File: src/rtl/core_dg_enc_pkg.sv
// core_pkg: shared types, FIFO depth and the Hamming(7,4) encoder used by
// the core-to-router encoder (and by the decoder bench).
package core_pkg;

    typedef logic [3:0]  ip_t;
    typedef logic [3:0]  nibble_t;
    typedef logic [6:0]  codeword_t;
    typedef logic [7:0]  db_word_t;
    typedef logic [10:0] rtr_pkt_t;

    localparam int FIFO_DEPTH = 2;

    // Data bits sit at c2/c4/c5/c6, parity at c0/c1/c3, matching the decoder.
    function automatic codeword_t hamming74_encode(input nibble_t d);
        codeword_t c;
        c[2] = d[0];
        c[4] = d[1];
        c[5] = d[2];
        c[6] = d[3];
        c[0] = d[0] ^ d[1] ^ d[3];
        c[1] = d[0] ^ d[2] ^ d[3];
        c[3] = d[1] ^ d[2] ^ d[3];
        return c;
    endfunction

endpackage

File: src/rtl/core_dg_enc_if.sv
// Handshake bundle between the core (master) and the encoder (slave):
// an input word channel and an output router-packet channel.
interface core_dg_enc_if
    import core_pkg::*;
    ();

    logic     in_valid;
    logic     in_ready;
    db_word_t in_data;
    logic     out_valid;
    logic     out_ready;
    rtr_pkt_t out_data;

    modport master (
        output in_valid, in_data, out_ready,
        input  in_ready, out_valid, out_data
    );

    modport slave (
        input  in_valid, in_data, out_ready,
        output in_ready, out_valid, out_data
    );

endinterface

File: src/rtl/core_dg_enc_fifo.sv
// Two-entry packet FIFO with 1-bit pointers and a 2-bit count. The head
// packet is kept in its own register so out_data holds its last value
// when the FIFO drains and never depends combinationally on wdata.
module core_dg_enc_fifo
    import core_pkg::*;
(
    input  logic     clk,
    input  logic     rst_n,
    input  logic     push,
    input  logic     pop,
    input  rtr_pkt_t wdata,
    output logic     in_ready,
    output logic     out_valid,
    output rtr_pkt_t rdata
);

    localparam logic [1:0] FULL_COUNT = 2'(FIFO_DEPTH);

    rtr_pkt_t   mem_r [FIFO_DEPTH];
    logic       rd_ptr_r;
    logic       wr_ptr_r;
    logic [1:0] count_r;
    rtr_pkt_t   head_r;

    logic       push_s;
    logic       pop_s;
    logic       rd_ptr_next_s;
    logic [1:0] count_next_s;
    rtr_pkt_t   head_next_s;

    assign in_ready  = (count_r != FULL_COUNT);
    assign out_valid = (count_r != 2'd0);
    assign rdata     = head_r;

    // Next-state decode: qualified push/pop, new count and new head packet.
    always_comb begin
        push_s        = push & (count_r != FULL_COUNT);
        pop_s         = pop & (count_r != 2'd0);
        rd_ptr_next_s = pop_s ? ~rd_ptr_r : rd_ptr_r;
        case ({push_s, pop_s})
            2'b10:   count_next_s = count_r + 2'd1;
            2'b01:   count_next_s = count_r - 2'd1;
            default: count_next_s = count_r;
        endcase
        if (count_next_s == 2'd0) begin
            head_next_s = head_r;
        end else if (push_s && (wr_ptr_r == rd_ptr_next_s)) begin
            head_next_s = wdata;
        end else begin
            head_next_s = mem_r[rd_ptr_next_s];
        end
    end

    // Storage, pointers, count and head register; reset discards contents.
    always_ff @(posedge clk or negedge rst_n) begin
        if (!rst_n) begin
            for (int i = 0; i < FIFO_DEPTH; i++) begin
                mem_r[i] <= 11'd0;
            end
            rd_ptr_r <= 1'b0;
            wr_ptr_r <= 1'b0;
            count_r  <= 2'd0;
            head_r   <= 11'd0;
        end else begin
            if (push_s) begin
                mem_r[wr_ptr_r] <= wdata;
                wr_ptr_r        <= ~wr_ptr_r;
            end
            rd_ptr_r <= rd_ptr_next_s;
            count_r  <= count_next_s;
            head_r   <= head_next_s;
        end
    end

endmodule

File: src/rtl/core_dg_enc.sv
// core_dg_enc: Hamming(7,4)-encodes the data nibble of each core word and
// queues {codeword, ip} router packets in a 2-entry FIFO; counts pops.
// Optional feature macro: CORE_DG_ENC_ERR_INJ_EN (XOR err_inj_mask into the
// codeword at push). Without it the mask port is present but ignored.
module core_dg_enc
    import core_pkg::*;
(
    input  logic                clk,
    input  logic                rst_n,
    core_dg_enc_if.slave        bus,
    input  logic [6:0]          err_inj_mask,
    output logic [15:0]         tx_count
);

    logic      push_s;
    logic      pop_s;
    codeword_t cw_s;
    rtr_pkt_t  pkt_s;
    logic [15:0] tx_count_r;

    assign push_s = bus.in_valid & bus.in_ready;
    assign pop_s  = bus.out_valid & bus.out_ready;

`ifdef CORE_DG_ENC_ERR_INJ_EN
    assign cw_s = hamming74_encode(bus.in_data[7:4]) ^ err_inj_mask;
`else
    logic unused_mask_s;
    assign unused_mask_s = ^err_inj_mask;
    assign cw_s = hamming74_encode(bus.in_data[7:4]);
`endif

    assign pkt_s    = {cw_s, bus.in_data[3:0]};
    assign tx_count = tx_count_r;

    core_dg_enc_fifo u_fifo (
        .clk       (clk),
        .rst_n     (rst_n),
        .push      (push_s),
        .pop       (pop_s),
        .wdata     (pkt_s),
        .in_ready  (bus.in_ready),
        .out_valid (bus.out_valid),
        .rdata     (bus.out_data)
    );

    // Popped-packet counter, wraps modulo 2^16.
    always_ff @(posedge clk or negedge rst_n) begin
        if (!rst_n) begin
            tx_count_r <= 16'd0;
        end else if (pop_s) begin
            tx_count_r <= tx_count_r + 16'd1;
        end else begin
            tx_count_r <= tx_count_r;
        end
    end

endmodule

File: src/flat_wrapper.sv
// flat-port wrapper written by rule: the top's interface ports become plain ports
module core_dg_enc_flat import core_pkg::*;
  (clk, rst_n, err_inj_mask, tx_count, bus_in_valid, bus_in_data, bus_out_ready, bus_in_ready, bus_out_valid, bus_out_data);
  core_dg_enc_if bus_i ();
  input  logic clk;
  input  logic rst_n;
  input  logic [6:0] err_inj_mask;
  output logic [15:0] tx_count;
  input wire logic [$bits(bus_i.in_valid)-1:0] bus_in_valid;
  input wire logic [$bits(bus_i.in_data)-1:0] bus_in_data;
  input wire logic [$bits(bus_i.out_ready)-1:0] bus_out_ready;
  output wire logic [$bits(bus_i.in_ready)-1:0] bus_in_ready;
  output wire logic [$bits(bus_i.out_valid)-1:0] bus_out_valid;
  output wire logic [$bits(bus_i.out_data)-1:0] bus_out_data;
  assign bus_i.in_valid = bus_in_valid;
  assign bus_i.in_data = bus_in_data;
  assign bus_i.out_ready = bus_out_ready;
  assign bus_in_ready = bus_i.in_ready;
  assign bus_out_valid = bus_i.out_valid;
  assign bus_out_data = bus_i.out_data;
  core_dg_enc u_core (.clk(clk), .rst_n(rst_n), .bus(bus_i), .err_inj_mask(err_inj_mask), .tx_count(tx_count));
endmodule
File: config.mk
export PLATFORM = sky130hd
export DESIGN_NAME = core_dg_enc_flat
export DESIGN_NICKNAME = d
export VERILOG_FILES = /design/src/rtl/core_dg_enc_pkg.sv /design/src/rtl/core_dg_enc_if.sv /design/src/rtl/core_dg_enc_fifo.sv /design/src/rtl/core_dg_enc.sv /design/src/flat_wrapper.sv
export SDC_FILE = /design/constraint.sdc
export NUM_CORES = 1
export LEC_CHECK = 0
export BUFFER_PORTS_ARGS = -buffer_cell sky130_fd_sc_hd__buf_4
export CAP_MARGIN = 20
export CELL_PAD_IN_SITES_DETAIL_PLACEMENT = 1
export CELL_PAD_IN_SITES_GLOBAL_PLACEMENT = 2
export CORE_MARGIN = 5
export CORE_UTILIZATION = 35
export CTS_CLUSTER_SIZE = 14
export DETAILED_ROUTE_END_ITERATION = 10
export GPL_ROUTABILITY_DRIVEN = 0
export PLACE_DENSITY = 0.76
export REMOVE_ABC_BUFFERS = 1
export SLEW_MARGIN = 10
export SYNTH_ARGS = -nofsm -noshare
export SYNTH_HDL_FRONTEND = slang
export SYNTH_SLANG_ARGS = --single-unit
File: constraint.sdc
create_clock -name clk -period 2.97 [get_ports clk]
set_input_delay 0.4455 -clock clk [delete_from_list [all_inputs] [get_ports clk]]
set_output_delay 0.4455 -clock clk [all_outputs]
set_load 0.05 [all_outputs]
==> results of run 1 <==
## cells in the final DEF, fill, tap and decap left out, types with 2 or more instances in the layout
master | netlist | layout
nand2_1 | 21 | 21
dfrtp_1 | 53 | 53
clkbuf_1 | 9 | 3
ha_1 | 2 | 2
clkbuf_8 | 0 | 5
mux2_2 | 9 | 9
nor2_1 | 3 | 3
inv_1 | 11 | 11
a21oi_2 | 10 | 10
o31ai_1 | 3 | 3
and3_1 | 2 | 2
nor3_1 | 2 | 2
a41o_1 | 11 | 11
o21ai_0 | 14 | 14
a21oi_1 | 12 | 12
nand4bb_1 | 2 | 2
xnor2_1 | 22 | 22
xor2_1 | 3 | 3
buf_4 | 0 | 48
mux2i_1 | 2 | 2
a22oi_1 | 10 | 10
nand3_1 | 6 | 6
a31oi_1 | 11 | 11
nand4_1 | 5 | 5
## cell type report
type                            count  area share [%]
Clock buffer                        8           2.608
Sequential cell                    53           43.19
Inverter                           12           1.467
Multi-Input combinational cell    159           36.96
Timing Repair Buffer               48           11.74
Tap cell                           99           4.034
## stage by stage
| step | hold WS (ns) | setup WS [ns] | cell area (sq um) | instances | total power, mW |
|---|---|---|---|---|---|
| 3_5_place_dp | 0.4679 | 0.4301 | 2990 | 371 | 3.498 |
| 6_report | 0.1764 | 0.4013 | 3070 | 379 | 3.859 |
| 5_1_grt | 0.2303 | 0.1844 | 3070 | 379 | 4.151 |
| 4_1_cts | 0.2070 | 0.4000 | 3070 | 379 | 3.905 |
| 2_1_floorplan | 0.1499 | 0.1910 | 2506 | 224 | 2.798 |
| 3_3_place_gp | 0.4626 | 0.4315 | 2990 | 371 | 3.446 |
## registers in the layout (all words and copies together) (netlist names)
signal,flops
u_core.u_fifo.mem_r,22
u_core.u_fifo.rd_ptr_r,1
u_core.u_fifo.wr_ptr_r,1
u_core.tx_count,16
u_core.u_fifo.count_r,2
u_core.u_fifo.rdata,11
## kinds of logic (layout without fill, tap and decap cells)
kind of cell	after synthesis	in the layout	synth area share [%]
AO/OA/AOI/OAI	72	72	19.40
XOR/XNOR	26	26	9.074
adder cells (fa/ha/maj)	2	2	0.9651
buffers and inverters	29	68	5.067
flip-flops	53	53	51.16
multiplexers	11	11	4.682
AND/OR/NAND/NOR	48	48	9.653
## worst paths after layout
check | end | cells after the start
min in group clk | u_core.u_fifo.mem_r[11]$_DFFE_PN0P_ | 2
hold / removal | u_core.tx_count[11]$_DFFE_PN0P_ | 1
setup / recovery | u_core.u_fifo.rdata[7]$_DFFE_PN0P_ | 7
max in group asynchronous | u_core.u_fifo.mem_r[3]$_DFFE_PN0P_ | 1
hold reg to reg | u_core.tx_count[15]$_DFFE_PN0P_ | 1
setup reg to reg | u_core.u_fifo.rdata[7]$_DFFE_PN0P_ | 7
## power breakdown
group / internal (mW) / switching [mW]
clock network: 0.168 / 0.234
logic: 0.838 / 1.34
registers: 1.03 / 0.244
## worst max-delay path, stage by stage, from the launching register on
cell and delay (ns):
dfrtp_1 0.55, nand2b_1 0.23, nand2_2 0.16, ha_1 0.42, or3b_4 0.50, and3_4 0.28, a41o_1 0.26, a21oi_2 0.09
## per-layer routing
metal  vias up  wire, um
met5         -         0
met1       985      3088
li1        934         -
met4         0        86
met2        36      3009
met3         7       207
==> results by group, run 1 <==
Outcome
  – Status: completed

Clock network
  – Hold buffer count at CTS: 0
  – Clock transition at path regs: 0.09 ns
  – Clock sink count: 53
  – CTS tree: done
  – Post-CTS sizing: 0
  – Clk Latency, worst-skew pair: 0.31 ns
  – TritonCTS buffer count: 5
  – CTS Buffer Depth: 2
  – Postcts setup bufs: 0
  – H-tree depth: 2
  – Clock root cell: clkbuf_8

Critical path
  – Worst-path maximum fanout: 13
  – Reg2reg setup slack: 0.40 ns
  – Required @ worst endpoint: 3.21 ns
  – Setup crit end kind: flop
  – Arr. time, crit path: 2.81 ns
  – Setup CP Type: reg -> reg
  – R2r startpoint: u_core.u_fifo.count_r[0]$_DFF_PN0_
  – Critical Path Source Type: flop
  – CP startpoint: u_core.u_fifo.count_r[0]$_DFF_PN0_

Synth
  – Most frequent cells after synthesis: 53 x dfrtp_1, 22 x xnor2_1, 21 x nand2_1
  – Largest area contributor in the netlist: dfrtp_1
  – Ys Warns: 0
  – Top_reg_cell synth: dfrtp_1
  – Post-synth EDFFs: 0
  – Mapped cell area: 2592 sq um
  – Cell count after synthesis: 241
  – Seq cells post-synth: 53
  – Part of the Yosys area used for sequential elements: 51.16%
  – Post-synth top area share: 51.16%
  – Asr flop ratio synth: 100.0%
  – Netlist cell types: 34
  – Top cells by area, synth: dfrtp_1 51%, xnor2_1 7.4%, a41o_1 4.2%
  – Most frequent cell after synthesis: dfrtp_1
  – Avg Cell Area, Syn: 10.76 sq um

Hold path
  – Worst Hold Class: in -> async

Routing
  – Routed WL: 6391 um
  – Post-DR wirelength/cell: 16.86 um
  – Via Count: 1962
  – Initial DRC count: 90
  – Router iterations before antenna repair: 4
  – Post-DR vias/cell: 5.177
  – Post-DRT Antenna Nets: 0
  – DRC errors left: 0

Layout
  – Final Util: 42.56%
  – Area grow syn2layout: 18.44%
  – NumNets Final: 300
  – Ant diodes: 0
  – Area of the multi-input gates: 1135 sq um
  – Fraction of layout cells with a size suffix above 1: 28.57%
  – Fill count: 836
  – FF+latch area: 1326 sq um

Die
  – Core area: 7214 sq um
  – Die height: 96.07 um
  – DIE AREA: 9228 sq um
  – I/O pin count: 48
  – Rows: 31
  – Die W: 96.07 um
  – Initial Util: 35.93%

Global routing
  – Met2 GRT Util: 24.38%
  – Pin count of the biggest net entering global routing: 54
  – Total track usage: 15.34%
  – First-pass GRT wire length: 10840 um
  – Grt total ovfl: 0
  – Vias in the first global route: 2075
  – Grt met3 use: 3.206%
  – Met1 Track Usage GR: 20.87%
  – Grt peak-use layer: met2
  – Initial antenna violation count: 0

Run
  – MaxCap Viol Count: 0

Pwr
  – Maximum vdd drop: 0.4156 mV
  – Leak: 1.426 nW
  – Pwr/cell area: 1257 nW/um^2

Timing
  – Tmin final: 2.569 ns
  – Final Max Tran Viols: 0
  – Slew HR: 48.41%
  – Least-Margin Pin Slew: 0.7717 ns
  – Setup TNS: 0 ns
  – RSZ-0062 raised after global routing: false
  – Max Freq: 389.3 MHz
  – Final period util: 86.49%
  – Final hold vios: 0
  – Skew final: 0.007861 ns
  – Final setup viols: 0

Placed design
  – Port Buffers: 40
  – DP Wirelength: 4305 um
No activity file was read; power rests on OpenSTA's default activity.
==> run 2, diff against run 1 <==
Settings changed: CORE_UTILIZATION 35 to 36, GPL_TIMING_DRIVEN set to 0, PLACE_DENSITY 0.76 to 0.77, SYNTH_HIERARCHICAL set to 1.
==> run 2 against run 1 <==
Effect of this change: final cell count shrank 4.7%; clock skew fell by 0.00093 ns; critical path type unchanged; count of clock-buffer cells in the layout is 3 lower; highest routed layer unchanged; clock power is 20% higher; final area up 2.6%; routed wire length is 0.11% lower; largest power group unchanged.
==> results by group, run 2 <==
Timing
  – Tmin final: 2.787 ns (was 2.569 ns)
  – Slew HR: 22.60% (was 48.41%)
  – Least-Margin Pin Slew: 1.157 ns (was 0.7717 ns)
  – Skew final: 0.006929 ns (was 0.007861 ns)
  – RSZ-0062 raised after global routing: false (unchanged)
  – Final Worst Setup Slack: 0.1833 ns (was 0.4013 ns)
  – Final period util: 93.83% (was 86.49%)
  – Setup TNS: 0 ns (unchanged)
  – Final setup viols: 0 (unchanged)
  – Max Freq: 358.8 MHz (was 389.3 MHz)
  – Final Max Tran Viols: 0 (unchanged)
  – Final hold vios: 0 (unchanged)
  – Hold slack: 0.1702 ns (was 0.1764 ns)

Routing
  – Via Count: 1901 (was 1962)
  – DRC errors left: 0 (unchanged)
  – Routed WL: 6384 um (was 6391 um)
  – Post-DR vias/cell: 5.266 (was 5.177)
  – Post-DR wirelength/cell: 17.68 um (was 16.86 um)
  – Initial DRC count: 72 (was 90)
  – Router iterations before antenna repair: 4 (unchanged)
  – Post-DRT Antenna Nets: 0 (unchanged)

Placed design
  – Pre-CTS setup slack: -0.7690 ns (was 0.4301 ns)
  – Port Buffers: 40 (unchanged)
  – DP Wirelength: 3970 um (was 4305 um)

Synth
  – Main combinational cell family by area after synthesis: compound AO/OA/AOI/OAI gates (unchanged)
  – Ys Warns: 6 (was 0)
  – Post-synth EDFFs: 0 (unchanged)
  – Area share of fa/ha/maj cells after synthesis: 0.9625% (was 0.9653%)
  – Post-synth top area share: 51.01% (was 51.16%)
  – Most frequent cell after synthesis: dfrtp_1 (unchanged)
  – Largest area contributor in the netlist: dfrtp_1 (unchanged)
  – Top cells by area, synth: dfrtp_1 51%, mux2_2 10%, xnor2_1 7.4% (was dfrtp_1 51%, xnor2_1 7.4%, a41o_1 4.2%)
  – Complex-gate fraction of the synthesized area: 12.42% (was 19.40%)
  – Netlist cell types: 34 (unchanged)
  – Proportion of synthesized area in mux cells: 10.35% (was 4.681%)
  – Part of the Yosys area used for sequential elements: 51.01% (was 51.16%)
  – Most frequent cells after synthesis: 53 x dfrtp_1, 23 x mux2_2, 22 x xnor2_1 (was 53 x dfrtp_1, 22 x xnor2_1, 21 x nand2_1)
  – Cell count after synthesis: 223 (was 241)
  – Asr flop ratio synth: 100.0% (unchanged)
  – Seq cells post-synth: 53 (unchanged)
  – Post-synthesis simple-gate area fraction: 11.02% (was 9.653%)
  – Top_reg_cell synth: dfrtp_1 (unchanged)
  – Synth Area in XOR/XNOR: 9.625% (was 9.073%)
  – Avg Cell Area, Syn: 11.66 sq um (was 10.76 sq um)
  – Mapped cell area: 2600 sq um (was 2592 sq um)

Die
  – Core area: 7137 sq um (was 7214 sq um)
  – Initial Util: 36.43% (was 35.93%)
  – DIE AREA: 9022 sq um (was 9228 sq um)
  – Die W: 94.99 um (was 96.07 um)
  – I/O pin count: 48 (unchanged)
  – Rows: 31 (unchanged)
  – Die height: 94.99 um (was 96.07 um)

Layout
  – FF+latch area: 1329 sq um (was 1326 sq um)
  – Number of flip-flops under the largest register name: 22 (unchanged)
  – Final Util: 44.16% (was 42.56%)
  – Fill count: 803 (was 836)
  – NumNets Final: 283 (was 300)
  – Commonest non-fill, non-tap cells in the layout: 51 x dfrtp_1, 43 x buf_4, 23 x mux2_2, 22 x xnor2_1, 20 x a21oi_1 (was 53 x dfrtp_1, 48 x buf_4, 22 x xnor2_1, 21 x nand2_1, 14 x o21ai_0)
  – Area of the multi-input gates: 1200 sq um (was 1135 sq um)
  – Ant diodes: 0 (unchanged)
  – Area grow syn2layout: 21.22% (was 18.44%)
  – Biggest register: u_core/u_fifo/mem_r (was u_core.u_fifo.mem_r)
  – Fraction of layout cells with a size suffix above 1: 35.50% (was 28.57%)
  – Most common cell after layout, fill and taps aside: dfrtp_1 (unchanged)

Critical path
  – Critical Path Source Type: flop (unchanged)
  – Worst-path maximum fanout: 14 (was 13)
  – Arr. time, crit path: 2.98 ns (was 2.81 ns)
  – Setup CP Type: reg -> reg (unchanged)
  – Setup crit end kind: flop (unchanged)
  – Required @ worst endpoint: 3.17 ns (was 3.21 ns)

Clock network
  – Clk Latency, worst-skew pair: 0.31 ns (about the same)
  – Clock root cell: clkbuf_8 (unchanged)
  – CTS tree: done (unchanged)
  – Clock transition at path regs: 0.09 ns (about the same)
  – TritonCTS buffer count: 5 (unchanged)
  – H-tree depth: 2 (unchanged)
  – Clock sink count: 53 (unchanged)
  – Hold buffer count at CTS: 0 (unchanged)
  – CTS Buffer Depth: 2 (unchanged)

Hold path
  – Worst Hold Class: in -> async (unchanged)

Global routing
  – Pin count of the biggest net entering global routing: 54 (unchanged)
  – Total track usage: 14.22% (was 15.34%)
  – Grt total ovfl: 0 (unchanged)
  – Vias in the first global route: 1969 (was 2075)
  – Initial antenna violation count: 0 (unchanged)
  – First-pass GRT wire length: 9887 um (was 10840 um)

Pwr
  – Pwr Total: 4.228 mW (was 3.859 mW)
  – Pwr/cell area: 1341 nW/um^2 (was 1257 nW/um^2)
  – Leak: 1.390 nW (was 1.426 nW)
  – Maximum vdd drop: 0.4757 mV (was 0.4156 mV)

Run
  – MaxCap Viol Count: 0 (unchanged)

Outcome
  – Status: completed (unchanged)
## run 2: cell types whose count changed in the layout (fill, tap and decap cells not counted), sizes merged, moves of 3 or more
| cell | before | now |
|---|---|---|
| a31oi | 11 | 0 |
| a32o | 0 | 11 |
| a41o | 11 | 0 |
| and4 | 0 | 3 |
| buf | 48 | 44 |
| clkbuf | 8 | 5 |
| mux2 | 9 | 23 |
| nand2 | 22 | 6 |
| nor4 | 0 | 11 |
| o21ai | 15 | 1 |
| o31ai | 3 | 0 |
| or3 | 0 | 3 |
## run 2: report_power, final
part	total, mW	switching [mW]	internal (mW)
Combinational	2.49	1.49	1.00
Sequential	1.26	0.211	1.05
Clock	0.481	0.235	0.245
Total	4.23	1.93	2.30
## run 2: metal layers
layer  global-route usage [%]  vias to the layer above  part of all wire [%]
met5                        0                        -                     0
met4                    3.606                        0                  0.83
met3                    3.347                        6                   4.2
met2                    25.66                       39                    51
met1                    16.89                      968                    43
li1                         -                      888                     -
## run 2: per-stage QoR
step,area (sq um),std cells
2_1_floorplan,2532,209
3_3_place_gp,2957,348
3_5_place_dp,2969,349
4_1_cts,3102,357
5_1_grt,3152,361
6_report,3152,361
## run 2: final timing paths
check	slack, ns	cells past startpoint	end	from
min	0.17	1	u_core/tx_count[0]$_DFFE_PN0P_	rst_n
min reg2reg	0.48	1	u_core/tx_count[15]$_DFFE_PN0P_	u_core/tx_count[15]$_DFFE_PN0P_
max	0.18	10	u_core/u_fifo/rdata[10]$_DFFE_PN0P_	u_core/u_fifo/count_r[1]$_DFF_PN0_
min in group clk	0.39	2	u_core/u_fifo/mem_r[3]$_DFFE_PN0P_	bus_in_data[3]
max in group asynchronous	2.30	1	u_core/u_fifo/count_r[0]$_DFF_PN0_	rst_n
max reg2reg	0.18	10	u_core/u_fifo/rdata[10]$_DFFE_PN0P_	u_core/u_fifo/count_r[1]$_DFF_PN0_
## run 2: cell families after synthesis
| group | Yosys count |
|---|---|
| flops | 53 |
| compound gates | 45 |
| buf+inv | 28 |
| xor+xnor | 27 |
| fa+ha+maj | 2 |
| simple gates | 44 |
| mux | 24 |
## run 2: layout make-up
class,instances,share of cell area [%]
Sequential cell,53,42.16
Multi-Input combinational cell,144,38.07
Timing Repair Buffer,44,10.88
Tap cell,99,3.930
Clock buffer,5,2.183
Inverter,14,1.667
Clock inverter,2,1.112
## run 2: worst max-delay path, stage by stage (launching register included)
cell and delay [ns]:
dfrtp_2 0.43, or2_2 0.34, nand2_1 0.14, inv_1 0.10, o21ai_1 0.13, inv_1 0.07
ha_2 0.37, and4bb_4 0.31, or3_4 0.50, a21oi_1 0.20, a21oi_2 0.08
## run 2: repair_timing
action                     CTS  global route
setup buffers                0             3
pin swaps                    1             1
resized for setup            9             3
gates cloned                 1             1
setup endpoints to repair   22            11
